<file path="src/rtl/ctrl_pkg.sv">
// ctrl_pkg: shared encodings for the pipelined RV32I control unit.
//   - ALU, memory-access, data-type, writeback and forwarding encodings
//   - RV32I opcode and funct3 constants
//   - ctrl_bundle_t: the control word carried through ID/EX, EX/MEM, MEM/WB
//   - BUBBLE: the control word of an empty pipeline slot
//   - small decode helpers used by ctrl_decode and ctrl_pipe
package ctrl_pkg;

    typedef enum logic [3:0] {
        ALU_ADD  = 4'b0000,
        ALU_SUB  = 4'b0001,
        ALU_SLT  = 4'b0010,
        ALU_SLTU = 4'b0011,
        ALU_XOR  = 4'b0100,
        ALU_OR   = 4'b0101,
        ALU_AND  = 4'b0110,
        ALU_SLL  = 4'b0111,
        ALU_SRL  = 4'b1000,
        ALU_SRA  = 4'b1001,
        ALU_LUI  = 4'b1111
    } alu_op_t;

    typedef enum logic [1:0] {
        MEM_NONE  = 2'b00,
        MEM_STORE = 2'b01,
        MEM_LOAD  = 2'b10
    } mem_wren_t;

    typedef enum logic [1:0] {
        DT_WORD = 2'b00,
        DT_HALF = 2'b01,
        DT_BYTE = 2'b10,
        DT_NONE = 2'b11
    } data_type_t;

    typedef enum logic [1:0] {
        WB_MEM = 2'b00,
        WB_ALU = 2'b01,
        WB_PC4 = 2'b10
    } wb_sel_t;

    // Forward select as seen from EX: the value either comes from the
    // register file, the EX/MEM ALU result, or the MEM/WB writeback value.
    typedef enum logic [1:0] {
        FWD_RF    = 2'b00,
        FWD_EXMEM = 2'b01,
        FWD_MEMWB = 2'b10
    } fwd_sel_t;

    localparam logic [6:0] OP_R      = 7'b0110011;
    localparam logic [6:0] OP_I      = 7'b0010011;
    localparam logic [6:0] OP_LUI    = 7'b0110111;
    localparam logic [6:0] OP_AUIPC  = 7'b0010111;
    localparam logic [6:0] OP_LOAD   = 7'b0000011;
    localparam logic [6:0] OP_STORE  = 7'b0100011;
    localparam logic [6:0] OP_BRANCH = 7'b1100011;
    localparam logic [6:0] OP_JAL    = 7'b1101111;
    localparam logic [6:0] OP_JALR   = 7'b1100111;

    localparam logic [2:0] F3_ADD  = 3'b000;
    localparam logic [2:0] F3_SLL  = 3'b001;
    localparam logic [2:0] F3_SLT  = 3'b010;
    localparam logic [2:0] F3_SLTU = 3'b011;
    localparam logic [2:0] F3_XOR  = 3'b100;
    localparam logic [2:0] F3_SR   = 3'b101;
    localparam logic [2:0] F3_OR   = 3'b110;
    localparam logic [2:0] F3_AND  = 3'b111;

    localparam logic [2:0] F3_BEQ  = 3'b000;
    localparam logic [2:0] F3_BNE  = 3'b001;
    localparam logic [2:0] F3_BLT  = 3'b100;
    localparam logic [2:0] F3_BGE  = 3'b101;
    localparam logic [2:0] F3_BLTU = 3'b110;
    localparam logic [2:0] F3_BGEU = 3'b111;

    typedef struct packed {
        logic       illegal;       // valid instruction with unknown opcode
        logic       rd_wren;
        logic [4:0] rd_addr;
        alu_op_t    alu_op;
        logic       opa_sel;       // 1: operand A is PC
        logic       opb_sel;       // 1: operand B is the immediate
        logic       br_un;         // unsigned branch compare
        logic       is_branch;
        logic       is_jump;
        logic [2:0] funct3;        // kept for branch resolution in EX
        fwd_sel_t   fwd_a;
        fwd_sel_t   fwd_b;
        mem_wren_t  mem_wren;
        data_type_t data_type;
        logic       mem_unsigned;
        wb_sel_t    wb_sel;
    } ctrl_bundle_t;

    localparam ctrl_bundle_t BUBBLE = '{
        illegal:      1'b0,
        rd_wren:      1'b0,
        rd_addr:      5'd0,
        alu_op:       ALU_ADD,
        opa_sel:      1'b0,
        opb_sel:      1'b0,
        br_un:        1'b0,
        is_branch:    1'b0,
        is_jump:      1'b0,
        funct3:       3'd0,
        fwd_a:        FWD_RF,
        fwd_b:        FWD_RF,
        mem_wren:     MEM_NONE,
        data_type:    DT_NONE,
        mem_unsigned: 1'b0,
        wb_sel:       WB_MEM
    };

    // ALU operation for R-type and I-ALU instructions. The alternate bit
    // (instr[30]) selects SUB only for register-register ops, since ADDI
    // carries immediate bits there; for shifts it selects SRA in both forms.
    function automatic alu_op_t alu_decode(input logic [2:0] funct3,
                                           input logic       alt,
                                           input logic       is_reg);
        alu_op_t op;
        case (funct3)
            F3_ADD:  op = (is_reg && alt) ? ALU_SUB : ALU_ADD;
            F3_SLL:  op = ALU_SLL;
            F3_SLT:  op = ALU_SLT;
            F3_SLTU: op = ALU_SLTU;
            F3_XOR:  op = ALU_XOR;
            F3_SR:   op = alt ? ALU_SRA : ALU_SRL;
            F3_OR:   op = ALU_OR;
            default: op = ALU_AND;
        endcase
        return op;
    endfunction

    // Load/store access size from funct3[1:0].
    function automatic data_type_t size_to_dt(input logic [1:0] size);
        data_type_t dt;
        case (size)
            2'b00:   dt = DT_BYTE;
            2'b01:   dt = DT_HALF;
            2'b10:   dt = DT_WORD;
            default: dt = DT_NONE;
        endcase
        return dt;
    endfunction

    // Branch condition from the stored funct3 and the EX comparator. The
    // comparator itself is told signed/unsigned through br_un, so the
    // unsigned forms reuse the lt result.
    function automatic logic branch_taken(input logic [2:0] funct3,
                                          input logic       eq,
                                          input logic       lt);
        logic taken;
        case (funct3)
            F3_BEQ:  taken = eq;
            F3_BNE:  taken = !eq;
            F3_BLT:  taken = lt;
            F3_BGE:  taken = !lt;
            F3_BLTU: taken = lt;
            F3_BGEU: taken = !lt;
            default: taken = 1'b0;
        endcase
        return taken;
    endfunction

endpackage

</file>
<file path="src/rtl/ctrl_decode.sv">
// ctrl_decode: combinational RV32I decoder for the ID stage.
//   instr      in  32  IF/ID instruction
//   instr_vld  in  1   instruction is real (0 = bubble)
//   ctrl       out     control bundle for the ID/EX register (fwd fields 00)
//   rs1_addr   out 5   source register 1 field
//   rs2_addr   out 5   source register 2 field
//   rs1_used   out 1   instruction actually reads rs1
//   rs2_used   out 1   instruction actually reads rs2
module ctrl_decode
    import ctrl_pkg::*;
(
    input  logic [31:0]  instr,
    input  logic         instr_vld,
    output ctrl_bundle_t ctrl,
    output logic [4:0]   rs1_addr,
    output logic [4:0]   rs2_addr,
    output logic         rs1_used,
    output logic         rs2_used
);

    logic [6:0] opcode;
    logic [2:0] funct3;
    logic [4:0] rd;
    logic       alt;

    assign opcode   = instr[6:0];
    assign rd       = instr[11:7];
    assign funct3   = instr[14:12];
    assign rs1_addr = instr[19:15];
    assign rs2_addr = instr[24:20];
    assign alt      = instr[30];

    // Remaining funct7/immediate bits belong to the datapath.
    logic unused_instr_bits;
    assign unused_instr_bits = ^{instr[31], instr[29:25]};

    always_comb begin
        ctrl     = BUBBLE;
        rs1_used = 1'b0;
        rs2_used = 1'b0;
        if (instr_vld) begin
            case (opcode)
                OP_R: begin
                    rs1_used     = 1'b1;
                    rs2_used     = 1'b1;
                    ctrl.rd_wren = 1'b1;
                    ctrl.rd_addr = rd;
                    ctrl.alu_op  = alu_decode(funct3, alt, 1'b1);
                    ctrl.wb_sel  = WB_ALU;
                end
                OP_I: begin
                    rs1_used     = 1'b1;
                    ctrl.rd_wren = 1'b1;
                    ctrl.rd_addr = rd;
                    ctrl.opb_sel = 1'b1;
                    ctrl.alu_op  = alu_decode(funct3, alt, 1'b0);
                    ctrl.wb_sel  = WB_ALU;
                end
                OP_LUI: begin
                    ctrl.rd_wren = 1'b1;
                    ctrl.rd_addr = rd;
                    ctrl.opb_sel = 1'b1;
                    ctrl.alu_op  = ALU_LUI;
                    ctrl.wb_sel  = WB_ALU;
                end
                OP_AUIPC: begin
                    ctrl.rd_wren = 1'b1;
                    ctrl.rd_addr = rd;
                    ctrl.opa_sel = 1'b1;
                    ctrl.opb_sel = 1'b1;
                    ctrl.wb_sel  = WB_ALU;
                end
                OP_LOAD: begin
                    rs1_used          = 1'b1;
                    ctrl.rd_wren      = 1'b1;
                    ctrl.rd_addr      = rd;
                    ctrl.opb_sel      = 1'b1;
                    ctrl.mem_wren     = MEM_LOAD;
                    ctrl.data_type    = size_to_dt(funct3[1:0]);
                    ctrl.mem_unsigned = funct3[2];
                    ctrl.wb_sel       = WB_MEM;
                end
                OP_STORE: begin
                    rs1_used       = 1'b1;
                    rs2_used       = 1'b1;
                    ctrl.opb_sel   = 1'b1;
                    ctrl.mem_wren  = MEM_STORE;
                    ctrl.data_type = size_to_dt(funct3[1:0]);
                end
                OP_BRANCH: begin
                    // ALU computes the target PC+imm; the comparator
                    // works on the forwarded rs1/rs2 values.
                    rs1_used       = 1'b1;
                    rs2_used       = 1'b1;
                    ctrl.opa_sel   = 1'b1;
                    ctrl.opb_sel   = 1'b1;
                    ctrl.is_branch = 1'b1;
                    ctrl.funct3    = funct3;
                    ctrl.br_un     = funct3[1];
                end
                OP_JAL: begin
                    ctrl.rd_wren = 1'b1;
                    ctrl.rd_addr = rd;
                    ctrl.opa_sel = 1'b1;
                    ctrl.opb_sel = 1'b1;
                    ctrl.is_jump = 1'b1;
                    ctrl.wb_sel  = WB_PC4;
                end
                OP_JALR: begin
                    rs1_used     = 1'b1;
                    ctrl.rd_wren = 1'b1;
                    ctrl.rd_addr = rd;
                    ctrl.opb_sel = 1'b1;
                    ctrl.is_jump = 1'b1;
                    ctrl.wb_sel  = WB_PC4;
                end
                default: begin
                    // Unknown opcode: inert slot that still reports itself
                    // at writeback.
                    ctrl.illegal = 1'b1;
                end
            endcase
        end
    end

endmodule

</file>
<file path="src/rtl/ctrl_pipe.sv">
// ctrl_pipe: control unit of the 5-stage RV32I core.
// Decodes the ID instruction, carries the control bundle through ID/EX,
// EX/MEM and MEM/WB, detects load-use / RAW hazards, computes forwarding
// selects and resolves branch/jump redirects in EX.
// Parameters:
//   FWD_EN    1: forward from EX/MEM and MEM/WB, stall only on load-use
//             0: no forwarding, stall on any RAW hazard against EX or MEM
//   ALU_OP_W  width of o_ex_alu_op (codes zero-extended)
// Ports:
//   i_clk, i_rst_n            clock, synchronous active-low reset
//   i_instr, i_instr_vld      IF/ID instruction and its valid flag
//   i_br_eq, i_br_lt          EX branch comparator results
//   o_stall, o_flush          hold PC and IF/ID / kill IF/ID
//   o_ex_*                    EX stage controls (ALU op, operand muxes,
//                             unsigned compare, forward selects, PC select)
//   o_mem_*                   MEM stage access type, size, zero-extend
//   o_wb_*                    WB write enable, rd, writeback mux, illegal
module ctrl_pipe
    import ctrl_pkg::*;
#(
    parameter bit          FWD_EN   = 1'b1,
    parameter int unsigned ALU_OP_W = 4
) (
    input  logic                i_clk,
    input  logic                i_rst_n,
    input  logic [31:0]         i_instr,
    input  logic                i_instr_vld,
    input  logic                i_br_eq,
    input  logic                i_br_lt,
    output logic                o_stall,
    output logic                o_flush,
    output logic [ALU_OP_W-1:0] o_ex_alu_op,
    output logic                o_ex_opa_sel,
    output logic                o_ex_opb_sel,
    output logic                o_ex_br_un,
    output logic [1:0]          o_ex_fwd_a,
    output logic [1:0]          o_ex_fwd_b,
    output logic                o_ex_pc_sel,
    output logic [1:0]          o_mem_wren,
    output logic [1:0]          o_mem_data_type,
    output logic                o_mem_unsigned,
    output logic                o_wb_rd_wren,
    output logic [4:0]          o_wb_rd_addr,
    output logic [1:0]          o_wb_sel,
    output logic                o_wb_illegal
);

    ctrl_bundle_t idex_reg;
    ctrl_bundle_t exmem_reg;
    ctrl_bundle_t memwb_reg;
    ctrl_bundle_t idex_next;
    ctrl_bundle_t dec_ctrl;

    // Index 0 is rs1, index 1 is rs2.
    logic [1:0][4:0] rs_addr;
    logic [1:0]      rs_used;
    logic [1:0]      match_ex;
    logic [1:0]      match_mem;
    fwd_sel_t        fwd_sel [2];

    logic ex_producer;
    logic mem_producer;
    logic load_use;
    logic raw_hazard;
    logic stall_raw;
    logic ex_pc_sel;

    ctrl_decode u_decode (
        .instr     (i_instr),
        .instr_vld (i_instr_vld),
        .ctrl      (dec_ctrl),
        .rs1_addr  (rs_addr[0]),
        .rs2_addr  (rs_addr[1]),
        .rs1_used  (rs_used[0]),
        .rs2_used  (rs_used[1])
    );

    // A stage only produces a value if it writes a register other than x0.
    assign ex_producer  = idex_reg.rd_wren  && (idex_reg.rd_addr  != 5'd0);
    assign mem_producer = exmem_reg.rd_wren && (exmem_reg.rd_addr != 5'd0);

    genvar gi;
    generate
        for (gi = 0; gi < 2; gi++) begin : g_src
            assign match_ex[gi]  = rs_used[gi] && ex_producer
                                   && (idex_reg.rd_addr == rs_addr[gi]);
            assign match_mem[gi] = rs_used[gi] && mem_producer
                                   && (exmem_reg.rd_addr == rs_addr[gi]);
            // Selects are named for where the producer will sit once this
            // instruction reaches EX: today's ID/EX becomes EX/MEM and
            // today's EX/MEM becomes MEM/WB. The younger producer wins.
            assign fwd_sel[gi] = !FWD_EN      ? FWD_RF    :
                                 match_ex[gi]  ? FWD_EXMEM :
                                 match_mem[gi] ? FWD_MEMWB : FWD_RF;
        end
    endgenerate

    assign load_use   = (idex_reg.mem_wren == MEM_LOAD) && (|match_ex);
    assign raw_hazard = (|match_ex) || (|match_mem);
    assign stall_raw  = FWD_EN ? load_use : raw_hazard;

    // Redirect resolved from the instruction currently in EX.
    assign ex_pc_sel = idex_reg.is_jump
                       || (idex_reg.is_branch
                           && branch_taken(idex_reg.funct3, i_br_eq, i_br_lt));

    assign o_flush = ex_pc_sel;
    // A jump in EX redirects unconditionally, so its flush masks any stall.
    // A taken branch is not used to mask the stall: that would put the
    // comparator on the stall path. Both cases still load a bubble into
    // ID/EX, and the PC redirect takes precedence over the hold.
    assign o_stall = stall_raw && !idex_reg.is_jump;

    always_comb begin
        idex_next       = dec_ctrl;
        idex_next.fwd_a = fwd_sel[0];
        idex_next.fwd_b = fwd_sel[1];
        if (ex_pc_sel || stall_raw) begin
            idex_next = BUBBLE;
        end
    end

    // EX/MEM and MEM/WB advance unconditionally; only the ID/EX input is
    // subject to stall and flush.
    always_ff @(posedge i_clk) begin
        if (!i_rst_n) begin
            idex_reg  <= BUBBLE;
            exmem_reg <= BUBBLE;
            memwb_reg <= BUBBLE;
        end else begin
            idex_reg  <= idex_next;
            exmem_reg <= idex_reg;
            memwb_reg <= exmem_reg;
        end
    end

    assign o_ex_alu_op     = ALU_OP_W'(idex_reg.alu_op);
    assign o_ex_opa_sel    = idex_reg.opa_sel;
    assign o_ex_opb_sel    = idex_reg.opb_sel;
    assign o_ex_br_un      = idex_reg.br_un;
    assign o_ex_fwd_a      = idex_reg.fwd_a;
    assign o_ex_fwd_b      = idex_reg.fwd_b;
    assign o_ex_pc_sel     = ex_pc_sel;

    assign o_mem_wren      = exmem_reg.mem_wren;
    assign o_mem_data_type = exmem_reg.data_type;
    assign o_mem_unsigned  = exmem_reg.mem_unsigned;

    assign o_wb_rd_wren    = memwb_reg.rd_wren;
    assign o_wb_rd_addr    = memwb_reg.rd_addr;
    assign o_wb_sel        = memwb_reg.wb_sel;
    assign o_wb_illegal    = memwb_reg.illegal;

    // MEM/WB carries the full bundle for uniformity; only the WB fields
    // leave the block.
    logic unused_memwb_bits;
    assign unused_memwb_bits = ^memwb_reg;

endmodule

</file>
<file path="config.mk">
export PLATFORM = sky130hd
export DESIGN_NAME = ctrl_pipe
export DESIGN_NICKNAME = d
export VERILOG_FILES = /design/src/rtl/ctrl_pkg.sv /design/src/rtl/ctrl_decode.sv /design/src/rtl/ctrl_pipe.sv
export SDC_FILE = /design/constraint.sdc
export NUM_CORES = 1
export LEC_CHECK = 0
export CORE_MARGIN = 4
export CORE_UTILIZATION = 47
export DETAILED_ROUTE_END_ITERATION = 10
export GPL_TIMING_DRIVEN = 0
export PLACE_DENSITY = 0.89
export SLEW_MARGIN = 20
export SYNTH_ARGS = -nofsm -noshare
export SYNTH_HDL_FRONTEND = slang
export SYNTH_SLANG_ARGS = --single-unit
</file>
<file path="constraint.sdc">
create_clock -name i_clk -period 2.5 [get_ports i_clk]
set_input_delay 0.25 -clock i_clk [delete_from_list [all_inputs] [get_ports i_clk]]
set_output_delay 0.25 -clock i_clk [all_outputs]
set_load 0.02 [all_outputs]
</file>
==> metrics.csv, run 1 <==
stage,metric,value,unit
status,outcome,completed,
place,Buffers on Ports,54,
final_layout,area delta synth->final,33.1,%
final_layout,final instance area,3050,um^2
critical_path,path depth of the worst reg2reg path,7,
critical_path,slowest stage cell on the critical path,clkdlybuf4s50_1,
route,Post-DRT Antenna Nets,0,
yosys,"count leader, synth",dfxtp_1,
timing,FMAX,426,MHz
route,Routed WL,5040,um
yosys,"area leader, netlist",dfxtp_1,
critical_path,crit path DAT,2.10,ns
clock_network,Max Root-Sink Buffers,2,
critical_path,crit path launch,i_instr[0],
critical_path,CP required,2.25,ns
route,Pre-Repair DR Iteration Count,4,
place,DP Worst Slack,-0.486,ns
yosys,synth unique cells,38,
hold_path,Hold Path Origin,i_instr[14],
power,P_int,1210,uW
final_layout,Multi-input gate area,1100,um^2
clock_network,# H-tree levels,2,
route,DR vias/cell,4.97,
power,combinational share of power,10.3,%
critical_path,Buf/Inv on CP,2,
final_layout,max reg flops,19,
timing,Least-Margin Pin Slew,0.419,ns
grt,vias in the first global route,1734,
clock_network,clock buffer count from CTS,5,
power,largest vdd supply drop,0.327,mV
yosys,Post-synth ARST share,0,%
clock_network,CTS tree,yes,
critical_path,Reg-to-Reg Start,idex_reg[24],
critical_path,CP max stage delay,0.56,ns
yosys,number of synthesis warnings,0,
hold_path,Hold WC Path Type,in -> reg,
route,routed length per placed instance,13.1,um
critical_path,CP Class,in -> out,
clock_network,"Clk pin slew, worst setup/hold paths",0.08,ns
critical_path,crit path to,o_stall,
clock_network,CTS Root Cell,clkbuf_8,
floorplanning,Die X-Extent,77.9,um
timing,setup violators final,0,
place,Post-DP HPWL,3980,um
timing,Final Max Slew Viols,0,
final_layout,Filler Cells Inserted,389,
grt,largest net degree at the start of global routing,16,
yosys,register area share after synthesis,45.4,%
final_layout,n_diodes,0,
power,leakage power,0.00122,uW
grt,antenna violations before repair,0,
power,sequential share of power,54.0,%
critical_path,cell family with most CP delay,buffers and inverters,
floorplanning,# IOs,65,
route,Post-route DRC,0,
run,MaxCap Viol Count,0,
critical_path,cell breakdown of the critical path,clkdlybuf4s50_1 > and4b_1 > o211ai_1 > nor4_2 > nor2_2 > nor2_1 > dlygate4sd2_1,
critical_path,R2R setup slack,0.30,ns
floorplanning,Initial Util,48.6,%
timing,min Tclk post-route,2.35,ns
route,vias post-DR,1910,
final_layout,layout cells sized above 1,11.0,%
yosys,"Avg Cell Area, Syn",9.03,um^2
yosys,Yosys reg bits,52,
yosys,Synth area leaders,"dfxtp_1 45%, and2_1 5.7%, xnor2_1 5.3%, buf_4 4.6%, nand3_1 3.5%",
route,1st-iter DRT viols,67,
clock_network,Clock Sinks,52,
yosys,synthesized area,2290,um^2
power,Net Sw Power,339,uW
place,Placed Area,2920,um^2
timing,Rel. slew slack,71.9,%
floorplanning,Core Region,4720,um^2
critical_path,stages on the worst setup path,7,
timing,Final Cycle Share,93.9,%
timing,clock skew,0.00778,ns
timing,RSZ-0062 raised after global routing,false,
floorplanning,DIE AREA,6060,um^2
yosys,synthesized net count,295,
power,Pwr per Cell Area,506,nW/um^2
final_layout,Final nets,357,
power,clock network fraction of total power,35.8,%
grt,global-route wire length before repair,8090,um
timing,setup ws final,0.153,ns
grt,grt ovf,0,
critical_path,CP Capture Type,output port,
yosys,Mapped Cells,254,
final_layout,Register Area,1040,um^2
floorplanning,chip height,77.9,um
critical_path,Critical R2R Capture,idex_reg[4],
yosys,synth cell count leaders,"52 x dfxtp_1, 21 x and2_1, 21 x nor2_1, 16 x nand3_1, 16 x nor3_1",
yosys,share of the synthesized area in the top cell type,45.4,%
yosys,"Top FF cell, synth",dfxtp_1,
clock_network,worst-skew pair later-pin latency,0.30,ns
grt,overall routing resource usage,16.8,%
timing,endpoints failing hold,0,
critical_path,CP max FO,6,
floorplanning,Rows,25,
place,Final GP Congestion,0.881,
critical_path,Startpoint Class,primary input,
yosys,"EDFF count, synth",0,
power,Switching Fraction,21.9,%
[layout make-up]
| cell class | count | share of cell area (%) |
|---|---|---|
| Buffer | 22 | 4.71 |
| Clock buffer | 6 | 2.38 |
| Clock inverter | 2 | 1.15 |
| Inverter | 6 | 0.738 |
| Multi-Input combinational cell | 174 | 36.1 |
| Sequential cell | 52 | 34.1 |
| Tap cell | 67 | 2.75 |
| Timing Repair Buffer | 55 | 18.0 |
[how the worst min path moves through the flow]
stage / end / depth (start not counted)
after detailed placement: o_mem_data_type[0] / 1
after floorplan: o_mem_data_type[0] / 1
after CTS: o_ex_opb_sel / 3
after global placement: o_mem_data_type[1] / 1
after global routing: o_ex_alu_op[2] / 3
final: idex_reg[13] / 3
[what timing repair did]
action,in CTS,in global routing
gates resized for setup,3,3
setup endpoints to repair,1,1
setup buffers,0,1
endpoints found under the hold margin,0,0
hold buffers,0,0
pin swaps,0,2
[kinds of logic after synthesis]
group / after synthesis / synth area share, %
simple gates: 127 / 30.6
flops: 52 / 45.4
buf+inv: 28 / 7.26
xor+xnor: 22 / 8.40
compound gates: 21 / 6.16
fa+ha+maj: 4 / 2.18
[worst min-delay path: stages]
cell      delay, ns
clkbuf_1       0.19
nand2_1        0.11
nor4_1         0.04
[cells in the final DEF, fill, tap and decap left out, types with 3 or more instances in the layout]
master	n
and2_1	21
a211oi_1	3
buf_4	15
and3_1	7
o21ai_0	5
clkbuf_8	5
a31oi_1	7
nand2b_1	4
clkdlybuf4s50_1	52
ha_1	4
nor2_1	20
inv_1	6
nand2_1	15
nand3_1	16
dfxtp_1	51
xor2_1	8
nor4_1	8
clkbuf_1	7
nor3_1	16
xnor2_1	14
[layer usage]
metal  GRT usage (%)  part of all wire (%)  vias to the layer above
li1                -                     -                      978
met1            21.9                    45                      865
met2            27.6                    47                       61
met3            3.94                   6.7                        6
met4            4.80                   1.1                        0
met5               0                     0                        -
[stage by stage]
stage	std cells	utilization [%]	TNS (ns)	power, uW	hold slack, ns
floorplan	254	-	0	934	0.323
global placement	375	61.8	-0.444	1010	0.392
detailed placement	375	61.8	-0.486	1010	0.391
CTS	383	64.3	0	1550	0.321
global route	384	64.6	0	1600	0.349
finish	384	64.6	0	1540	0.334
[power by group through the flow]
stage / clock [uW] / combinational, uW / sequential [uW]
after CTS: 563 / 157 / 834
after global routing: 598 / 172 / 834
after floorplan: 0 / 80.0 / 854
after global placement: 0 / 154 / 853
final: 552 / 158 / 834
after detailed placement: 0 / 156 / 853
(Power assumes the default switching activity.)
==> run 2, diff against run 1 <==
Settings changed: CTS_CLUSTER_SIZE set to 28.
==> results of run 2 <==
No change in the layout: final DEF, timing and power equal those of run 1.
==> run 3, diff against run 2 <==
Settings changed: CORE_UTILIZATION 47 to 50, PLACE_DENSITY 0.89 to 0.93.
Clock period 2.5 ns to 3 ns, I/O delays scaled along.
==> run 3 against run 2 <==
  * Die area decreased by 5.4%
  * Design area shrank 1.4%
  * Worst setup slack better by 0.052 ns
  * Utilization up 4.0 points
  * Power fell by 22%
  * Critical endpoint unchanged
  * Global-route usage is 2.0 points higher
  * Sequential power decreased by 17%
  * Critical path depth stayed put
==> metrics.csv, run 3 (synthesis gave the netlist of run 1 again) <==
stage,metric,value,unit,change
timing,final hold slack,0.366,ns,+0.0322 ns
floorplanning,DIE AREA,5730,um^2,-5.4%
timing,RSZ-0062 raised after global routing,false,,
place,Final GP Congestion,0.850,,-3.5%
timing,Rel. slew slack,72.9,%,+0.99 points
grt,antenna violations before repair,0,,unchanged
power,sequential share of power,57.5,%,+3.5 points
place,DP Worst Slack,-0.133,ns,+0.353 ns
route,vias post-DR,1941,,+1.6%
grt,vias in the first global route,1816,,+4.7%
power,leakage power,0.00120,uW,-1.4%
final_layout,n_diodes,0,,unchanged
floorplanning,Initial Util,52.3,%,+3.8 points
route,Pre-Repair DR Iteration Count,4,,unchanged
clock_network,CTS tree,yes,,
final_layout,max reg flops,19,,unchanged
final_layout,area delta synth->final,31.3,%,
timing,min Tclk post-route,2.79,ns,
grt,largest net degree at the start of global routing,17,,+1
route,Post-route DRC,0,,unchanged
timing,setup violators final,0,,unchanged
power,combinational share of power,11.0,%,+0.7 points
grt,grt ovf,0,,unchanged
status,outcome,completed,,
critical_path,CP max FO,8,,+2
route,routed length per placed instance,13.7,um,+4.3%
hold_path,number of cells on the worst hold path,3,,unchanged
clock_network,CTS Root Cell,clkbuf_8,,
power,Switching Fraction,23.8,%,+1.9 points
final_layout,"commonest non-fill, non-tap cell in the layout",clkdlybuf4s50_1,,
clock_network,Post-CTS Setup Inserts,0,,unchanged
floorplanning,chip height,75.7,um,-2.7%
critical_path,CP Capture Type,output port,,
place,Buffers on Ports,54,,unchanged
power,Pwr per Cell Area,401,nW/um^2,-21%
timing,FMAX,358,MHz,
clock_network,# H-tree levels,2,,unchanged
power,P_int,920,uW,-24%
grt,global-route wire length before repair,8220,um,+1.7%
clock_network,clock buffer count from CTS,5,,unchanged
final_layout,Filler Cells Inserted,350,,-10%
place,Post-DP HPWL,4090,um,+2.7%
final_layout,Final nets,356,,-0.28%
route,1st-iter DRT viols,117,,+75%
clock_network,worst-skew pair later-pin latency,0.30,ns,about the same
timing,endpoints failing hold,0,,unchanged
timing,clock skew,0.00167,ns,-0.00612 ns
critical_path,CP Class,in -> out,,
clock_network,Clock Sinks,52,,unchanged
floorplanning,Die X-Extent,75.7,um,-2.7%
route,Post-DRT Antenna Nets,0,,unchanged
clock_network,Max Root-Sink Buffers,2,,unchanged
clock_network,"Clk pin slew, worst setup/hold paths",0.09,ns,about the same
floorplanning,Rows,24,,-4.0%
critical_path,path depth of the worst reg2reg path,6,,-1
final_layout,"commonest non-fill, non-tap cells in the layout","54 x clkdlybuf4s50_1, 52 x dfxtp_1, 21 x nor2_1, 21 x and2_1",,
route,Routed WL,5040,um,about the same
power,largest vdd supply drop,0.253,mV,-23%
timing,Least-Margin Pin Slew,0.404,ns,-0.0148 ns
final_layout,Multi-input gate area,1110,um^2,+0.57%
power,Net Sw Power,288,uW,-15%
floorplanning,Core Region,4380,um^2,-7.2%
timing,Final Cycle Share,93.2,%,
floorplanning,# IOs,65,,unchanged
final_layout,Final Non-Filler Cells,368,,-4.2%
timing,setup ws final,0.205,ns,+0.0518 ns
clock_network,hold buffers post-CTS,0,,unchanged
route,DR vias/cell,5.27,,+6.0%
hold_path,Hold WC Path Type,in -> reg,,
final_layout,Register Area,1040,um^2,-0.12%
power,clock network fraction of total power,31.5,%,-4.3 points
final_layout,layout cells sized above 1,10.4,%,-0.60 points
place,placed cells,360,,-4.0%
critical_path,Startpoint Class,primary input,,
grt,overall routing resource usage,18.8,%,+2.0 points
critical_path,CP required,2.70,ns,+0.45 ns
run,MaxCap Viol Count,0,,unchanged
timing,Final Max Slew Viols,0,,unchanged
critical_path,crit path DAT,2.49,ns,+0.39 ns
==> run 3: area by class of cell <==
cell class | count | share of cell area [%]
Clock buffer | 5 | 2.29
Buffer | 22 | 4.78
Inverter | 6 | 0.748
Sequential cell | 52 | 34.6
Timing Repair Buffer | 54 | 18.0
Clock inverter | 3 | 0.623
Tap cell | 52 | 2.16
Multi-Input combinational cell | 174 | 36.9
==> run 3: final timing paths <==
kind	start	to	slack (ns)
min reg2reg	idex_reg[4]	o_mem_data_type[1]	0.42
min	i_instr[5]	idex_reg[5]	0.37
max	i_instr[6]	o_stall	0.21
max reg2reg	idex_reg[24]	idex_reg[4]	0.90
==> run 3: repair_timing <==
| action | CTS | global route |
|---|---|---|
| setup endpoints to repair | 1 | 1 |
| resized for setup | 1 | 2 |
| pin swaps | 0 | 1 |
==> run 3: worst max-delay path, cell delays in order <==
cell,delay [ns]
clkdlybuf4s50_1,0.62
and3b_2,0.29
o211ai_1,0.14
nor4_4,0.24
nor2_1,0.16
nor2_1,0.12
clkdlybuf4s50_1,0.61
==> run 3: layer usage <==
layer	up-vias	wire [um]	GRT usage (%)
li1	977	-	-
met1	888	2170	24.3
met2	70	2520	31.0
met3	6	296	4.09
met4	0	59	6.80
met5	-	0	0
==> run 3: power groups by stage <==
stage | sequential, uW | combinational, uW | clock [uW]
2_1_floorplan | 712 | 66.7 | 0
3_3_place_gp | 711 | 128 | 0
3_5_place_dp | 711 | 129 | 0
4_1_cts | 695 | 130 | 391
5_1_grt | 695 | 145 | 418
6_report | 695 | 132 | 381
==> run 3: through the flow <==
step / TNS (ns) / total power [uW] / cell area, um^2 / utilization (%)
2_1_floorplan: 0 / 778 / 2290 / -
3_3_place_gp: -0.0299 / 838 / 2900 / 66.1
3_5_place_dp: -0.133 / 840 / 2900 / 66.1
4_1_cts: 0 / 1220 / 2990 / 68.3
5_1_grt: 0 / 1260 / 3010 / 68.7
6_report: 0 / 1210 / 3010 / 68.7
==> RTL edit 1: new RTL, settings of run 1 <==
Change the parameter `FWD_EN` from 1'b1 to 1'b0.
--- a/src/rtl/ctrl_pipe.sv
+++ b/src/rtl/ctrl_pipe.sv
@@ -20,3 +20,3 @@
 #(
-    parameter bit          FWD_EN   = 1'b1,
+    parameter bit          FWD_EN   = 1'b0,
     parameter int unsigned ALU_OP_W = 4
Function: changed (Yosys sat finds a counterexample within 4 cycles, from zero or initial values and one cycle with i_rst_n low).
==> RTL edit 1 against run 1 <==
Non-clock buffer count unchanged. Synthesized area down 2.2%. Cell area down 3.6%. Setup slack worse by 0.080 ns. Power down 9.8%. Critical endpoint unchanged. Routed wire length down 10%. Sequential power down 7.7%. Sequential cell count down 4. Core utilization up 1.1 points. Synthesized cell count down 5.5%.
==> RTL edit 1: results (changes against run 1) <==
Distinct cells, synth - 44 (+16%)
Hold Slack - 0.325 ns (-0.00891 ns)
port bufs - 50 (-7.4%)
Synth Area in Compound Gates - 6.25% (+0.085 points)
Leakage Power - 0.00110 uW (-9.4%)
slowest CP cell - or4_4
clk_skew - 0.00459 ns (-0.00319 ns)
number of diodes - 0 (unchanged)
adder-cell area share of the yosys netlist - 2.23% (+0.050 points)
worst reg2reg path startpoint - exmem_reg[24]
sequential share of the synthesized area - 42.9% (-2.5 points)
hpwl dp - 3480 um (-12%)
Reg2Reg Depth - 6 (-1)
placed insts - 345 (-8.0%)
Routed WL - 4520 um (-10%)
routed length on met1 - 2050 um (-9.5%)
Layout Nets - 342 (-4.2%)
GR Util met1 - 19.8% (-2.1 points)
wire length per cell - 12.8 um (-2.8%)
WL met3 - 266 um (-22%)
GR Util met3 - 3.75% (-0.20 points)
post-synthesis xor/xnor area fraction - 8.98% (+0.58 points)
top cells by count, synth - dfxtp_1 (48), and2_1 (23), xnor2_1 (16), nand2_1 (15), nor3_1 (14)
met2 wire len - 2070 um (-13%)
P_clk - 456 uW (-17%)
PwrDens - 474 nW/um2 (-6.4%)
peak supply drop - 0.190 mV (-42%)
global placement routability congestion - 0.871 (-1.2%)
Total Routing Usage GR - 15.8% (-0.97 points)
initial DRC count - 66 (-1.5%)
TritonCTS Buffers - 5 (unchanged)
Worst Path Arrival - 2.18 ns (+0.08 ns)
via count - 1791 (-6.2%)
share of cells above drive strength 1 - 17.2% (+6.2 points)
final setup margin - 0.0732 ns (-0.0802 ns)
status - finished clean
Hold Path Sink - idex_reg[5]
Post-Synthesis Cells - 240 (-5.5%)
R2R setup slack - 0.36 ns (+0.06 ns)
global-route wire length before repair - 7580 um (-6.3%)
sequential share of power - 55.2% (+1.2 points)
Reg area - 963 um2 (-7.6%)
vias in the first global route - 1681 (-3.1%)
Worst-path clk slew - 0.08 ns (about the same)
synth top area cells - dfxtp_1 (43%), and2_1 (6.4%), xnor2_1 (6.3%)
CP Max Fanout - 3 (-3)
largest net degree at the start of global routing - 15 (-1)
clock root cell - clkbuf_8
Post-DP Area - 2820 um2 (-3.4%)
launch point of the worst path - i_instr[15]
fillcell total - 367 (-5.7%)
internal power - 1070 uW (-11%)
hold path startpoint - i_instr[5]
met2 GRT Util - 25.1% (-2.5 points)
Placement Setup Slack - -0.399 ns (+0.0865 ns)
## RTL edit 1: cell count changes in the layout (fill, tap and decap cells not counted), moves of 4 or more
cell,run 1,this run
and3_1,7,0
nor3_2,0,8
a31oi_1,7,3
conb_1,0,4
dfxtp_1,51,46
nor2_1,20,8
nand3_1,16,12
nor4_1,8,4
## RTL edit 1: cell families (layout without fill, tap and decap cells)
family / Yosys count / count (layout)
buffers and inverters: 29 / 88
flip-flops: 48 / 48
other: 1 / 4
XOR/XNOR: 23 / 23
adder cells (fa/ha/maj): 4 / 4
AND/OR/NAND/NOR: 113 / 113
AO/OA/AOI/OAI: 22 / 22
## RTL edit 1: cell type report
class,instances,share of cell area (%)
multi-input combinational,166,38.3
sequential,48,32.7
timing repair buffer,51,17.3
buffer,26,5.91
clock buffer,6,2.81
tap,52,2.21
inverter,3,0.383
clock inverter,2,0.340
## RTL edit 1: repair_timing
action	in CTS	in global routing
resized for setup	6	7
setup buffers	0	1
pin swaps	1	1
endpoints found under the setup margin	1	1
==> RTL edit 2: new RTL, settings of run 1 <==
Without the edit above. Reset style: asynchronous (`i_rst_n`), changed in one clocked block. Comments in the files are not updated.
--- a/src/rtl/ctrl_pipe.sv
+++ b/src/rtl/ctrl_pipe.sv
@@ -124,3 +124,3 @@
     // subject to stall and flush.
-    always_ff @(posedge i_clk) begin
+    always_ff @(posedge i_clk or negedge i_rst_n) begin
         if (!i_rst_n) begin
Formal check against the unedited RTL: differs if i_rst_n is asserted again (counterexample within 4 cycles, from zero or initial values and one cycle with i_rst_n low); with i_rst_n held inactive, the same outputs for 10 cycles.
==> RTL edit 2 against run 1 <==
Cell area is 4.0% higher. Sequential cell count is 1 lower. Routed wire length is 3.8% higher. Critical path depth stayed put. Power is 4.7% lower. Hold slack better by 0.021 ns. Synthesized area is 5.9% higher. Clock skew is 0.00079 ns higher. Via count is 0.47% higher. Register-to-register slack worse by 0.02 ns. Count of clock-buffer cells in the layout is 1 higher. Setup slack worse by 0.078 ns. Global-route usage is 1.7 points higher. Largest cell class is now registers.
==> RTL edit 2: results (changes against run 1) <==
GR Util met3 - 4.74% (+0.80 points)
hold path startpoint - exmem_reg[1]
Post-Synthesis Cells - 230 (-9.4%)
Hold Crit Depth - 0 (-3)
ys async rst share - 100% (+100 points)
Post-Syn Nets - 271 (-8.1%)
wire length per cell - 14.5 um (+11%)
met2 GRT Util - 29.1% (+1.6 points)
max reg flops - 18 (-1)
port bufs - 53 (-1.9%)
Total Routing Usage GR - 18.5% (+1.7 points)
Hold WC Path Type - reg2reg
slowest CP cell - or4_1
routed length on met1 - 2200 um (-2.8%)
status - finished clean
dominant synthesized flop cell - dfrtp_1
global placement routability congestion - 0.875 (-0.68%)
WL met3 - 326 um (-4.1%)
Post-DP Area - 3060 um2 (+4.8%)
slowest cell delay on critical path - 0.59 ns (+0.03 ns)
final non-filler cell total - 360 (-6.3%)
P_clk - 442 uW (-20%)
hpwl dp - 4040 um (+1.4%)
clk_skew - 0.00858 ns (+0.000791 ns)
worst reg2reg path startpoint - idex_reg[26]
normalized max-slew margin - 57.0% (-15 points)
top cells by count, synth - dfrtp_1 (47), nand2_1 (18), buf_4 (13), nor2_1 (13), xnor2_1 (13)
largest net degree at the start of global routing - 33 (+17)
internal power - 1120 uW (-7.4%)
GR Util met1 - 23.6% (+1.7 points)
Worst path top cell family by delay - simple AND/OR/NAND/NOR gates
sequential share of the synthesized area - 52.8% (+7.4 points)
final setup margin - 0.0757 ns (-0.0777 ns)
Placement Setup Slack - -0.579 ns (-0.0929 ns)
fillcell total - 395 (+1.5%)
global-route wire length before repair - 9050 um (+12%)
vias in the first global route - 1962 (+13%)
-- RTL edit 2: logic make-up (layout without fill, tap and decap cells) --
| kind of cell | after synthesis | after routing | synth area share, % |
|---|---|---|---|
| and+or+nand+nor | 90 | 90 | 21.0 |
| xor gates and xnor gates | 23 | 23 | 8.29 |
| buffers and inverters | 32 | 95 | 7.62 |
| adders and majority gates | 4 | 4 | 2.06 |
| DFF | 51 | 51 | 52.8 |
| AOI/OAI and AO/OA | 30 | 30 | 8.30 |
-- RTL edit 2: final cells by class --
class | instances | area (um2) | area share [%]
Sequential cell | 51 | 1280 | 40.4
Clock buffer | 7 | 76.3 | 2.40
Buffer | 23 | 151 | 4.77
Multi-Input combinational cell | 147 | 992 | 31.2
Clock inverter | 1 | 5.00 | 0.158
Inverter | 9 | 33.8 | 1.06
Tap cell | 67 | 83.8 | 2.64
Timing Repair Buffer | 55 | 551 | 17.3
